File: config.mk
export PLATFORM = sky130hd
export DESIGN_NAME = ahb5_rst_sequencer
export DESIGN_NICKNAME = d
export VERILOG_FILES = /design/src/rtl/ahb5_rst_pkg_p.sv /design/src/rtl/ahb5_rst_sync.sv /design/src/rtl/ahb5_rst_sequencer.sv
export SDC_FILE = /design/constraint.sdc
export NUM_CORES = 1
export LEC_CHECK = 0
export ABC_AREA = 1
export CAP_MARGIN = 20
export CORE_MARGIN = 10
export CORE_UTILIZATION = 50
export CTS_CLUSTER_SIZE = 12
export DETAILED_ROUTE_END_ITERATION = 10
export PLACE_DENSITY = 0.73
export SLEW_MARGIN = 20
export SYNTH_ARGS = -nofsm -noshare
export SYNTH_HDL_FRONTEND = slang
export SYNTH_HIERARCHICAL = 1
export SYNTH_SLANG_ARGS = --single-unit
File: constraint.sdc
create_clock -name AT_Hclk_l -period 2 [get_ports AT_Hclk_l]
set_clock_uncertainty 0.2 [all_clocks]
set_input_delay 0.5 -clock AT_Hclk_l [delete_from_list [all_inputs] [get_ports AT_Hclk_l]]
set_output_delay 0.5 -clock AT_Hclk_l [all_outputs]
set_load 0.1 [all_outputs]
File: src/rtl/ahb5_rst_pkg_p.sv
// rtl/ahb5_rst_pkg_p.sv - shared types and defaults for the AHB5 reset sequencer
package ahb5_rst_pkg_p;

    typedef enum logic [1:0] {
        ASSERT,
        HOLD,
        RELEASE,
        DONE
    } ahb5_rst_state_e;

    typedef enum logic [1:0] {
        CAUSE_NONE = 2'd0,
        CAUSE_EXT  = 2'd1,
        CAUSE_SW   = 2'd2
    } ahb5_rst_cause_e;

    localparam int DEF_NUM_CH         = 4;
    localparam int DEF_SYNC_STAGES    = 2;
    localparam int DEF_HOLD_CYCLES    = 8;
    localparam int DEF_STAGGER_CYCLES = 4;

    function automatic int max2(input int a, input int b);
        return (a > b) ? a : b;
    endfunction

endpackage

File: src/rtl/ahb5_rst_sync.sv
// rtl/ahb5_rst_sync.sv - async-assert / sync-deassert reset synchroniser
module ahb5_rst_sync #(
    parameter int STAGES = 2
) (
    input  logic clk,
    input  logic rst_n,
    output logic rise
);

    logic [STAGES-1:0] chain;

    always_ff @(posedge clk or negedge rst_n) begin
        if (!rst_n) begin
            chain <= '0;
        end else begin
            chain <= {chain[STAGES-2:0], 1'b1};
        end
    end

    // High in the cycle before the chain output first goes high, so the
    // consumer can act on the same edge the synchronised reset releases.
    assign rise = chain[STAGES-2] & ~chain[STAGES-1];

endmodule

File: src/rtl/ahb5_rst_sequencer.sv
// rtl/ahb5_rst_sequencer.sv - staged per-channel reset sequencer with software reset
module ahb5_rst_sequencer
    import ahb5_rst_pkg_p::*;
#(
    parameter int NUM_CH         = DEF_NUM_CH,
    parameter int SYNC_STAGES    = DEF_SYNC_STAGES,
    parameter int HOLD_CYCLES    = DEF_HOLD_CYCLES,
    parameter int STAGGER_CYCLES = DEF_STAGGER_CYCLES
) (
    input  logic              AT_Hclk_l,
    input  logic              AT_HResetn_l,
    input  logic              sw_rst_req_i,
    input  logic [NUM_CH-1:0] ch_mask_i,
    output logic [NUM_CH-1:0] rst_n_o,
    output logic              rst_done_o,
    output logic              busy_o,
    output logic [1:0]        rst_cause_o
);

    localparam int CNT_W = $clog2(max2(HOLD_CYCLES, STAGGER_CYCLES) + 1);
    localparam logic [CNT_W-1:0] HOLD_LAST = CNT_W'(HOLD_CYCLES - 1);
    localparam logic [CNT_W-1:0] STAG_LAST = CNT_W'(STAGGER_CYCLES - 1);

    ahb5_rst_state_e state_q, state_n;
    ahb5_rst_cause_e cause_q, cause_n;
    logic [CNT_W-1:0]  cnt_q, cnt_n;
    logic [NUM_CH-1:0] pend_q, pend_n;
    logic [NUM_CH-1:0] rst_n_q, rst_n_n;
    logic [NUM_CH-1:0] lowest, remain;
    logic              done_q, done_n;
    logic              busy_q, busy_n;
    logic              sync_rise;

    ahb5_rst_sync #(.STAGES(SYNC_STAGES)) u_sync (
        .clk   (AT_Hclk_l),
        .rst_n (AT_HResetn_l),
        .rise  (sync_rise)
    );

    // Lowest still-pending channel; unmasked indices are never pending, so
    // they are skipped without costing a stagger slot.
    assign lowest = pend_q & (~pend_q + NUM_CH'(1));
    assign remain = pend_q & ~lowest;

    always_comb begin
        state_n = state_q;
        cause_n = cause_q;
        cnt_n   = cnt_q;
        pend_n  = pend_q;
        rst_n_n = rst_n_q;
        case (state_q)
            ASSERT: begin
                if (sync_rise) begin
                    state_n = HOLD;
                    cnt_n   = '0;
                    pend_n  = '1;
                end
            end
            HOLD, RELEASE: begin
                if (cnt_q == ((state_q == HOLD) ? HOLD_LAST : STAG_LAST)) begin
                    rst_n_n = rst_n_q | lowest;
                    pend_n  = remain;
                    cnt_n   = '0;
                    state_n = (remain == '0) ? DONE : RELEASE;
                end else begin
                    cnt_n = cnt_q + CNT_W'(1);
                end
            end
            DONE: begin
                if (sw_rst_req_i && (ch_mask_i != '0)) begin
                    pend_n  = ch_mask_i;
                    rst_n_n = rst_n_q & ~ch_mask_i;
                    cnt_n   = '0;
                    state_n = HOLD;
                    cause_n = CAUSE_SW;
                end
            end
            default: state_n = ASSERT;
        endcase
        done_n = (state_q == DONE) && (state_n == DONE);
        busy_n = !done_n;
    end

    always_ff @(posedge AT_Hclk_l or negedge AT_HResetn_l) begin
        if (!AT_HResetn_l) begin
            state_q <= ASSERT;
            cause_q <= CAUSE_EXT;
            cnt_q   <= '0;
            pend_q  <= '1;
            rst_n_q <= '0;
            done_q  <= 1'b0;
            busy_q  <= 1'b1;
        end else begin
            state_q <= state_n;
            cause_q <= cause_n;
            cnt_q   <= cnt_n;
            pend_q  <= pend_n;
            rst_n_q <= rst_n_n;
            done_q  <= done_n;
            busy_q  <= busy_n;
        end
    end

    assign rst_n_o     = rst_n_q;
    assign rst_done_o  = done_q;
    assign busy_o      = busy_q;
    assign rst_cause_o = cause_q;

endmodule

==> results.py <==
metrics = {
    "run_status": {
        "outcome": "finished clean",
    },
    "synth": {
        "synth_flop_cell": "dfrtp_1",
        "mappedNetlistArea_sq_mm": 0.001162,
        "ys_warns": 6,
        "synth.top_cell.area_share": 0.3014,
        "synth_cells": 147,
        "post_synth_main_area_contributors": "dfrtp_1 30%, dfstp_2 14%, nand2_1 10%",
        "synthesis.nets": 159,
        "synth_enable_flop_cells": 0,
        "synth-seq-area-share": 0.4370,
        "synth_commonest_cells": "31 x nand2_1, 16 x inv_1, 14 x dfrtp_1, 14 x nor2_1",
        "yosys_register_bits": 20,
        "syn-mean-instance-area_sq_um": 7.907,
        "async_flop_share": 1.000,
        "post_synthesis_cell_type_with_the_largest_combined_area": "dfrtp_1",
        "synth.most_common_cell": "nand2_1",
        "synth.distinct_cells": 25,
    },
    "drt": {
        "routed_via_count_divided_by_cell_count": 5.220,
        "route.vias.total": 1044,
        "totalWireLength_um": 2638,
        "drt_pass1_iterations": 4,
        "initialDrtViolationCount": 55,
        "drt_drc_violations_left": 0,
        "wl_per_cell_um": 13.19,
        "route.antenna.remaining_nets": 0,
    },
    "grt": {
        "busiest_layer": "met2",
        "wire_length_of_the_first_global_routing_pass_um": 4657,
        "gr-usage-met2": 0.2291,
        "grt_start_max_net_pins": 21,
        "globalRouteTotalUtil": 0.1266,
        "globalRoute.totalOverflow": 0,
        "grt.met3_usage": 0.03589,
        "grt.met1_usage": 0.1382,
        "grt_antenna_before_repair": 0,
        "grt_pass1_vias": 1067,
    },
    "die": {
        "core.rowCount": 17,
        "die-width_um": 68.22,
        "initial_utilization": 0.5255,
        "io_pins": 15,
        "floorplan.die.height_um": 68.22,
        "dieArea_sq_mm": 0.004653,
        "design.core.area_sq_mm": 0.002212,
    },
    "critical_path": {
        "timing.critical_path.to_type": "flop",
        "worst_ep_arrival_ps": 1890,
        "critPathMaxFanout": 7,
        "crit_type": "flop to flop",
        "timing.critical_path.from_type": "flop",
        "critical_path_required_ps": 2010,
    },
    "clock_tree": {
        "post_cts_hold_buffer_count": 0,
        "clkLatencyLatePin_ps": 310,
        "cts_tree": "built",
        "numCtsBuffers": 3,
        "cts.repair.resized": 0,
        "cts-htree-levels": 1,
        "cts_max_path_buffers": 2,
        "clock-sinks": 20,
        "post_cts_buffers": 0,
        "cts-root-buf": "clkbuf_4",
        "clkSlewWorstSetupHoldPaths_ps": 120,
    },
    "pwr": {
        "total_power_w": 0.002129,
        "power.leakage_nw": 0.7252,
        "swShare": 0.4613,
        "switching_power_w": 0.0009822,
        "power.internal_w": 0.001147,
        "ir_worst_vdd_mv": 0.8602,
        "power_frac_seq": 0.312,
        "combinationalPowerShare": 0.531,
        "proportion_of_power_drawn_by_the_clock_network": 0.157,
        "power_per_cell_area_mw_per_mm2": 1398,
    },
    "layout": {
        "postLayoutCellArea_sq_mm": 0.001523,
        "drive_gt1_frac": 0.2616,
        "count_of_inserted_antenna_diode_cells": 0,
        "layout-area-overhead-vs-synth_pct": 31.00,
        "finish.net_count": 185,
        "final.fill_count": 178,
    },
    "hold_path": {
        "min_path_type": "flop to flop",
    },
    "placement": {
        "io_buffers": 14,
        "detailedPlacementHpwl_um": 2155,
        "postPlaceCellArea_sq_mm": 0.001470,
        "routability_congestion_estimate_from_global_placement": 0.8929,
    },
    "timing": {
        "minimum_period_implied_by_the_final_worst_setup_slack_ps": 1886,
        "final-max-slew-violation-count": 0,
        "max_clock_freq_mhz": 530.3,
        "hold_viol_final": 0,
        "totalNegativeSetupSlack_ps": 0,
        "finalCritPeriodShare": 0.9429,
        "rsz0062_at_grt": "no",
        "setup_violations": 0,
        "holdWs_ps": 192.3,
    },
    "flow_run": {
        "max_cap_viol_count": 0,
    },
}
[cell families after synthesis]
family,count (synthesis),synth area share
adder cells (fa/ha/maj),5,0.05382
AO/OA/AOI/OAI,26,0.1313
AND/OR/NAND/NOR,73,0.3003
flip-flops,20,0.4370
other,1,0.003226
buffers and inverters,22,0.07428
[metrics by stage]
| step | utilization | setup WS [ps] | instances |
|---|---|---|---|
| after floorplan | - | 345.4 | 147 |
| after global placement | 0.6646 | -39.92 | 196 |
| after detailed placement | 0.6646 | -113.0 | 196 |
| after CTS | 0.6883 | 120.7 | 200 |
| after global routing | 0.6883 | 6.933 | 200 |
| final | 0.6883 | 114.1 | 200 |
[power by group through the flow]
stage / sequential [W] / clock [W] / combinational (W)
6_report: 0.000664 / 0.000334 / 0.00113
3_3_place_gp: 0.000664 / 0 / 0.00110
2_1_floorplan: 0.000834 / 0 / 0.000629
5_1_grt: 0.000685 / 0.000360 / 0.00125
3_5_place_dp: 0.000673 / 0 / 0.00114
4_1_cts: 0.000665 / 0.000338 / 0.00114
[placed cells by master (no fill, tap or decap), drive strengths merged]
| cell type | synthesis | layout |
|---|---|---|
| a31oi | 1 | 1 |
| o31ai | 1 | 1 |
| ha | 5 | 5 |
| nand3b | 2 | 2 |
| conb | 1 | 1 |
| o21ai | 16 | 16 |
| nand4 | 1 | 1 |
| a21oi | 5 | 5 |
| nor2 | 18 | 18 |
| a21boi | 1 | 1 |
| nand3 | 10 | 10 |
| dfstp | 6 | 6 |
| bufinv | 0 | 1 |
| clkbuf | 0 | 3 |
| buf | 1 | 16 |
| clkdlybuf4s50 | 0 | 6 |
| dfrtp | 14 | 14 |
| o21a | 2 | 2 |
| inv | 21 | 21 |
| nand2 | 38 | 38 |
| nor3 | 4 | 4 |
[final timing paths]
| check | depth (start not counted) | slack (ps) | startpoint | endpoint |
|---|---|---|---|---|
| max | 7 | 110 | state_q[0]$_DFF_PN0_ | rst_n_o[1]$_DFFE_PN0P_ |
| min | 0 | 190 | u_sync/chain[0]$_DFF_PN0_ | u_sync/chain[1]$_DFF_PN0_ |
| max reg2reg | 7 | 110 | state_q[0]$_DFF_PN0_ | rst_n_o[1]$_DFFE_PN0P_ |
| min reg2reg | 0 | 190 | u_sync/chain[0]$_DFF_PN0_ | u_sync/chain[1]$_DFF_PN0_ |
| max in group asynchronous | 2 | 1010 | AT_HResetn_l | busy_o$_DFF_PN1_ |
| min in group asynchronous | 2 | 310 | AT_HResetn_l | rst_n_o[1]$_DFFE_PN0P_ |
[sequential cells by signal, summed over array words and instances (netlist names)]
signal        cells
state_q           2
busy_o            1
rst_n_o           4
cnt_q             4
rst_cause_o       2
pend_q            4
u_sync/chain      2
rst_done_o        1
[layer usage]
layer  vias to the layer above  routed length [um]
met5                         -                   0
met4                         0                  70
met3                         9                 143
met2                        19                1359
met1                       494                1063
li1                        522                   -
[cell type report]
cell class	instances	area [sq um]	share of cell area
flip-flops and latches	20	508.0	0.3336
repair buffers	22	280.3	0.1841
multi-input cells	105	568.0	0.3730
clock inverters	1	30.03	0.01972
inverters	21	78.83	0.05177
well taps	28	35.03	0.02301
clock buffers	3	22.52	0.01479
[worst max-delay path, stage by stage, from the launching register on]
cell	delay [ps]
dfrtp_1	420
inv_1	90
ha_1	430
nand4_1	190
o21ai_2	150
nand2_2	140
nand2_1	100
o21ai_2	60
No activity file was read; power rests on OpenSTA's default activity.
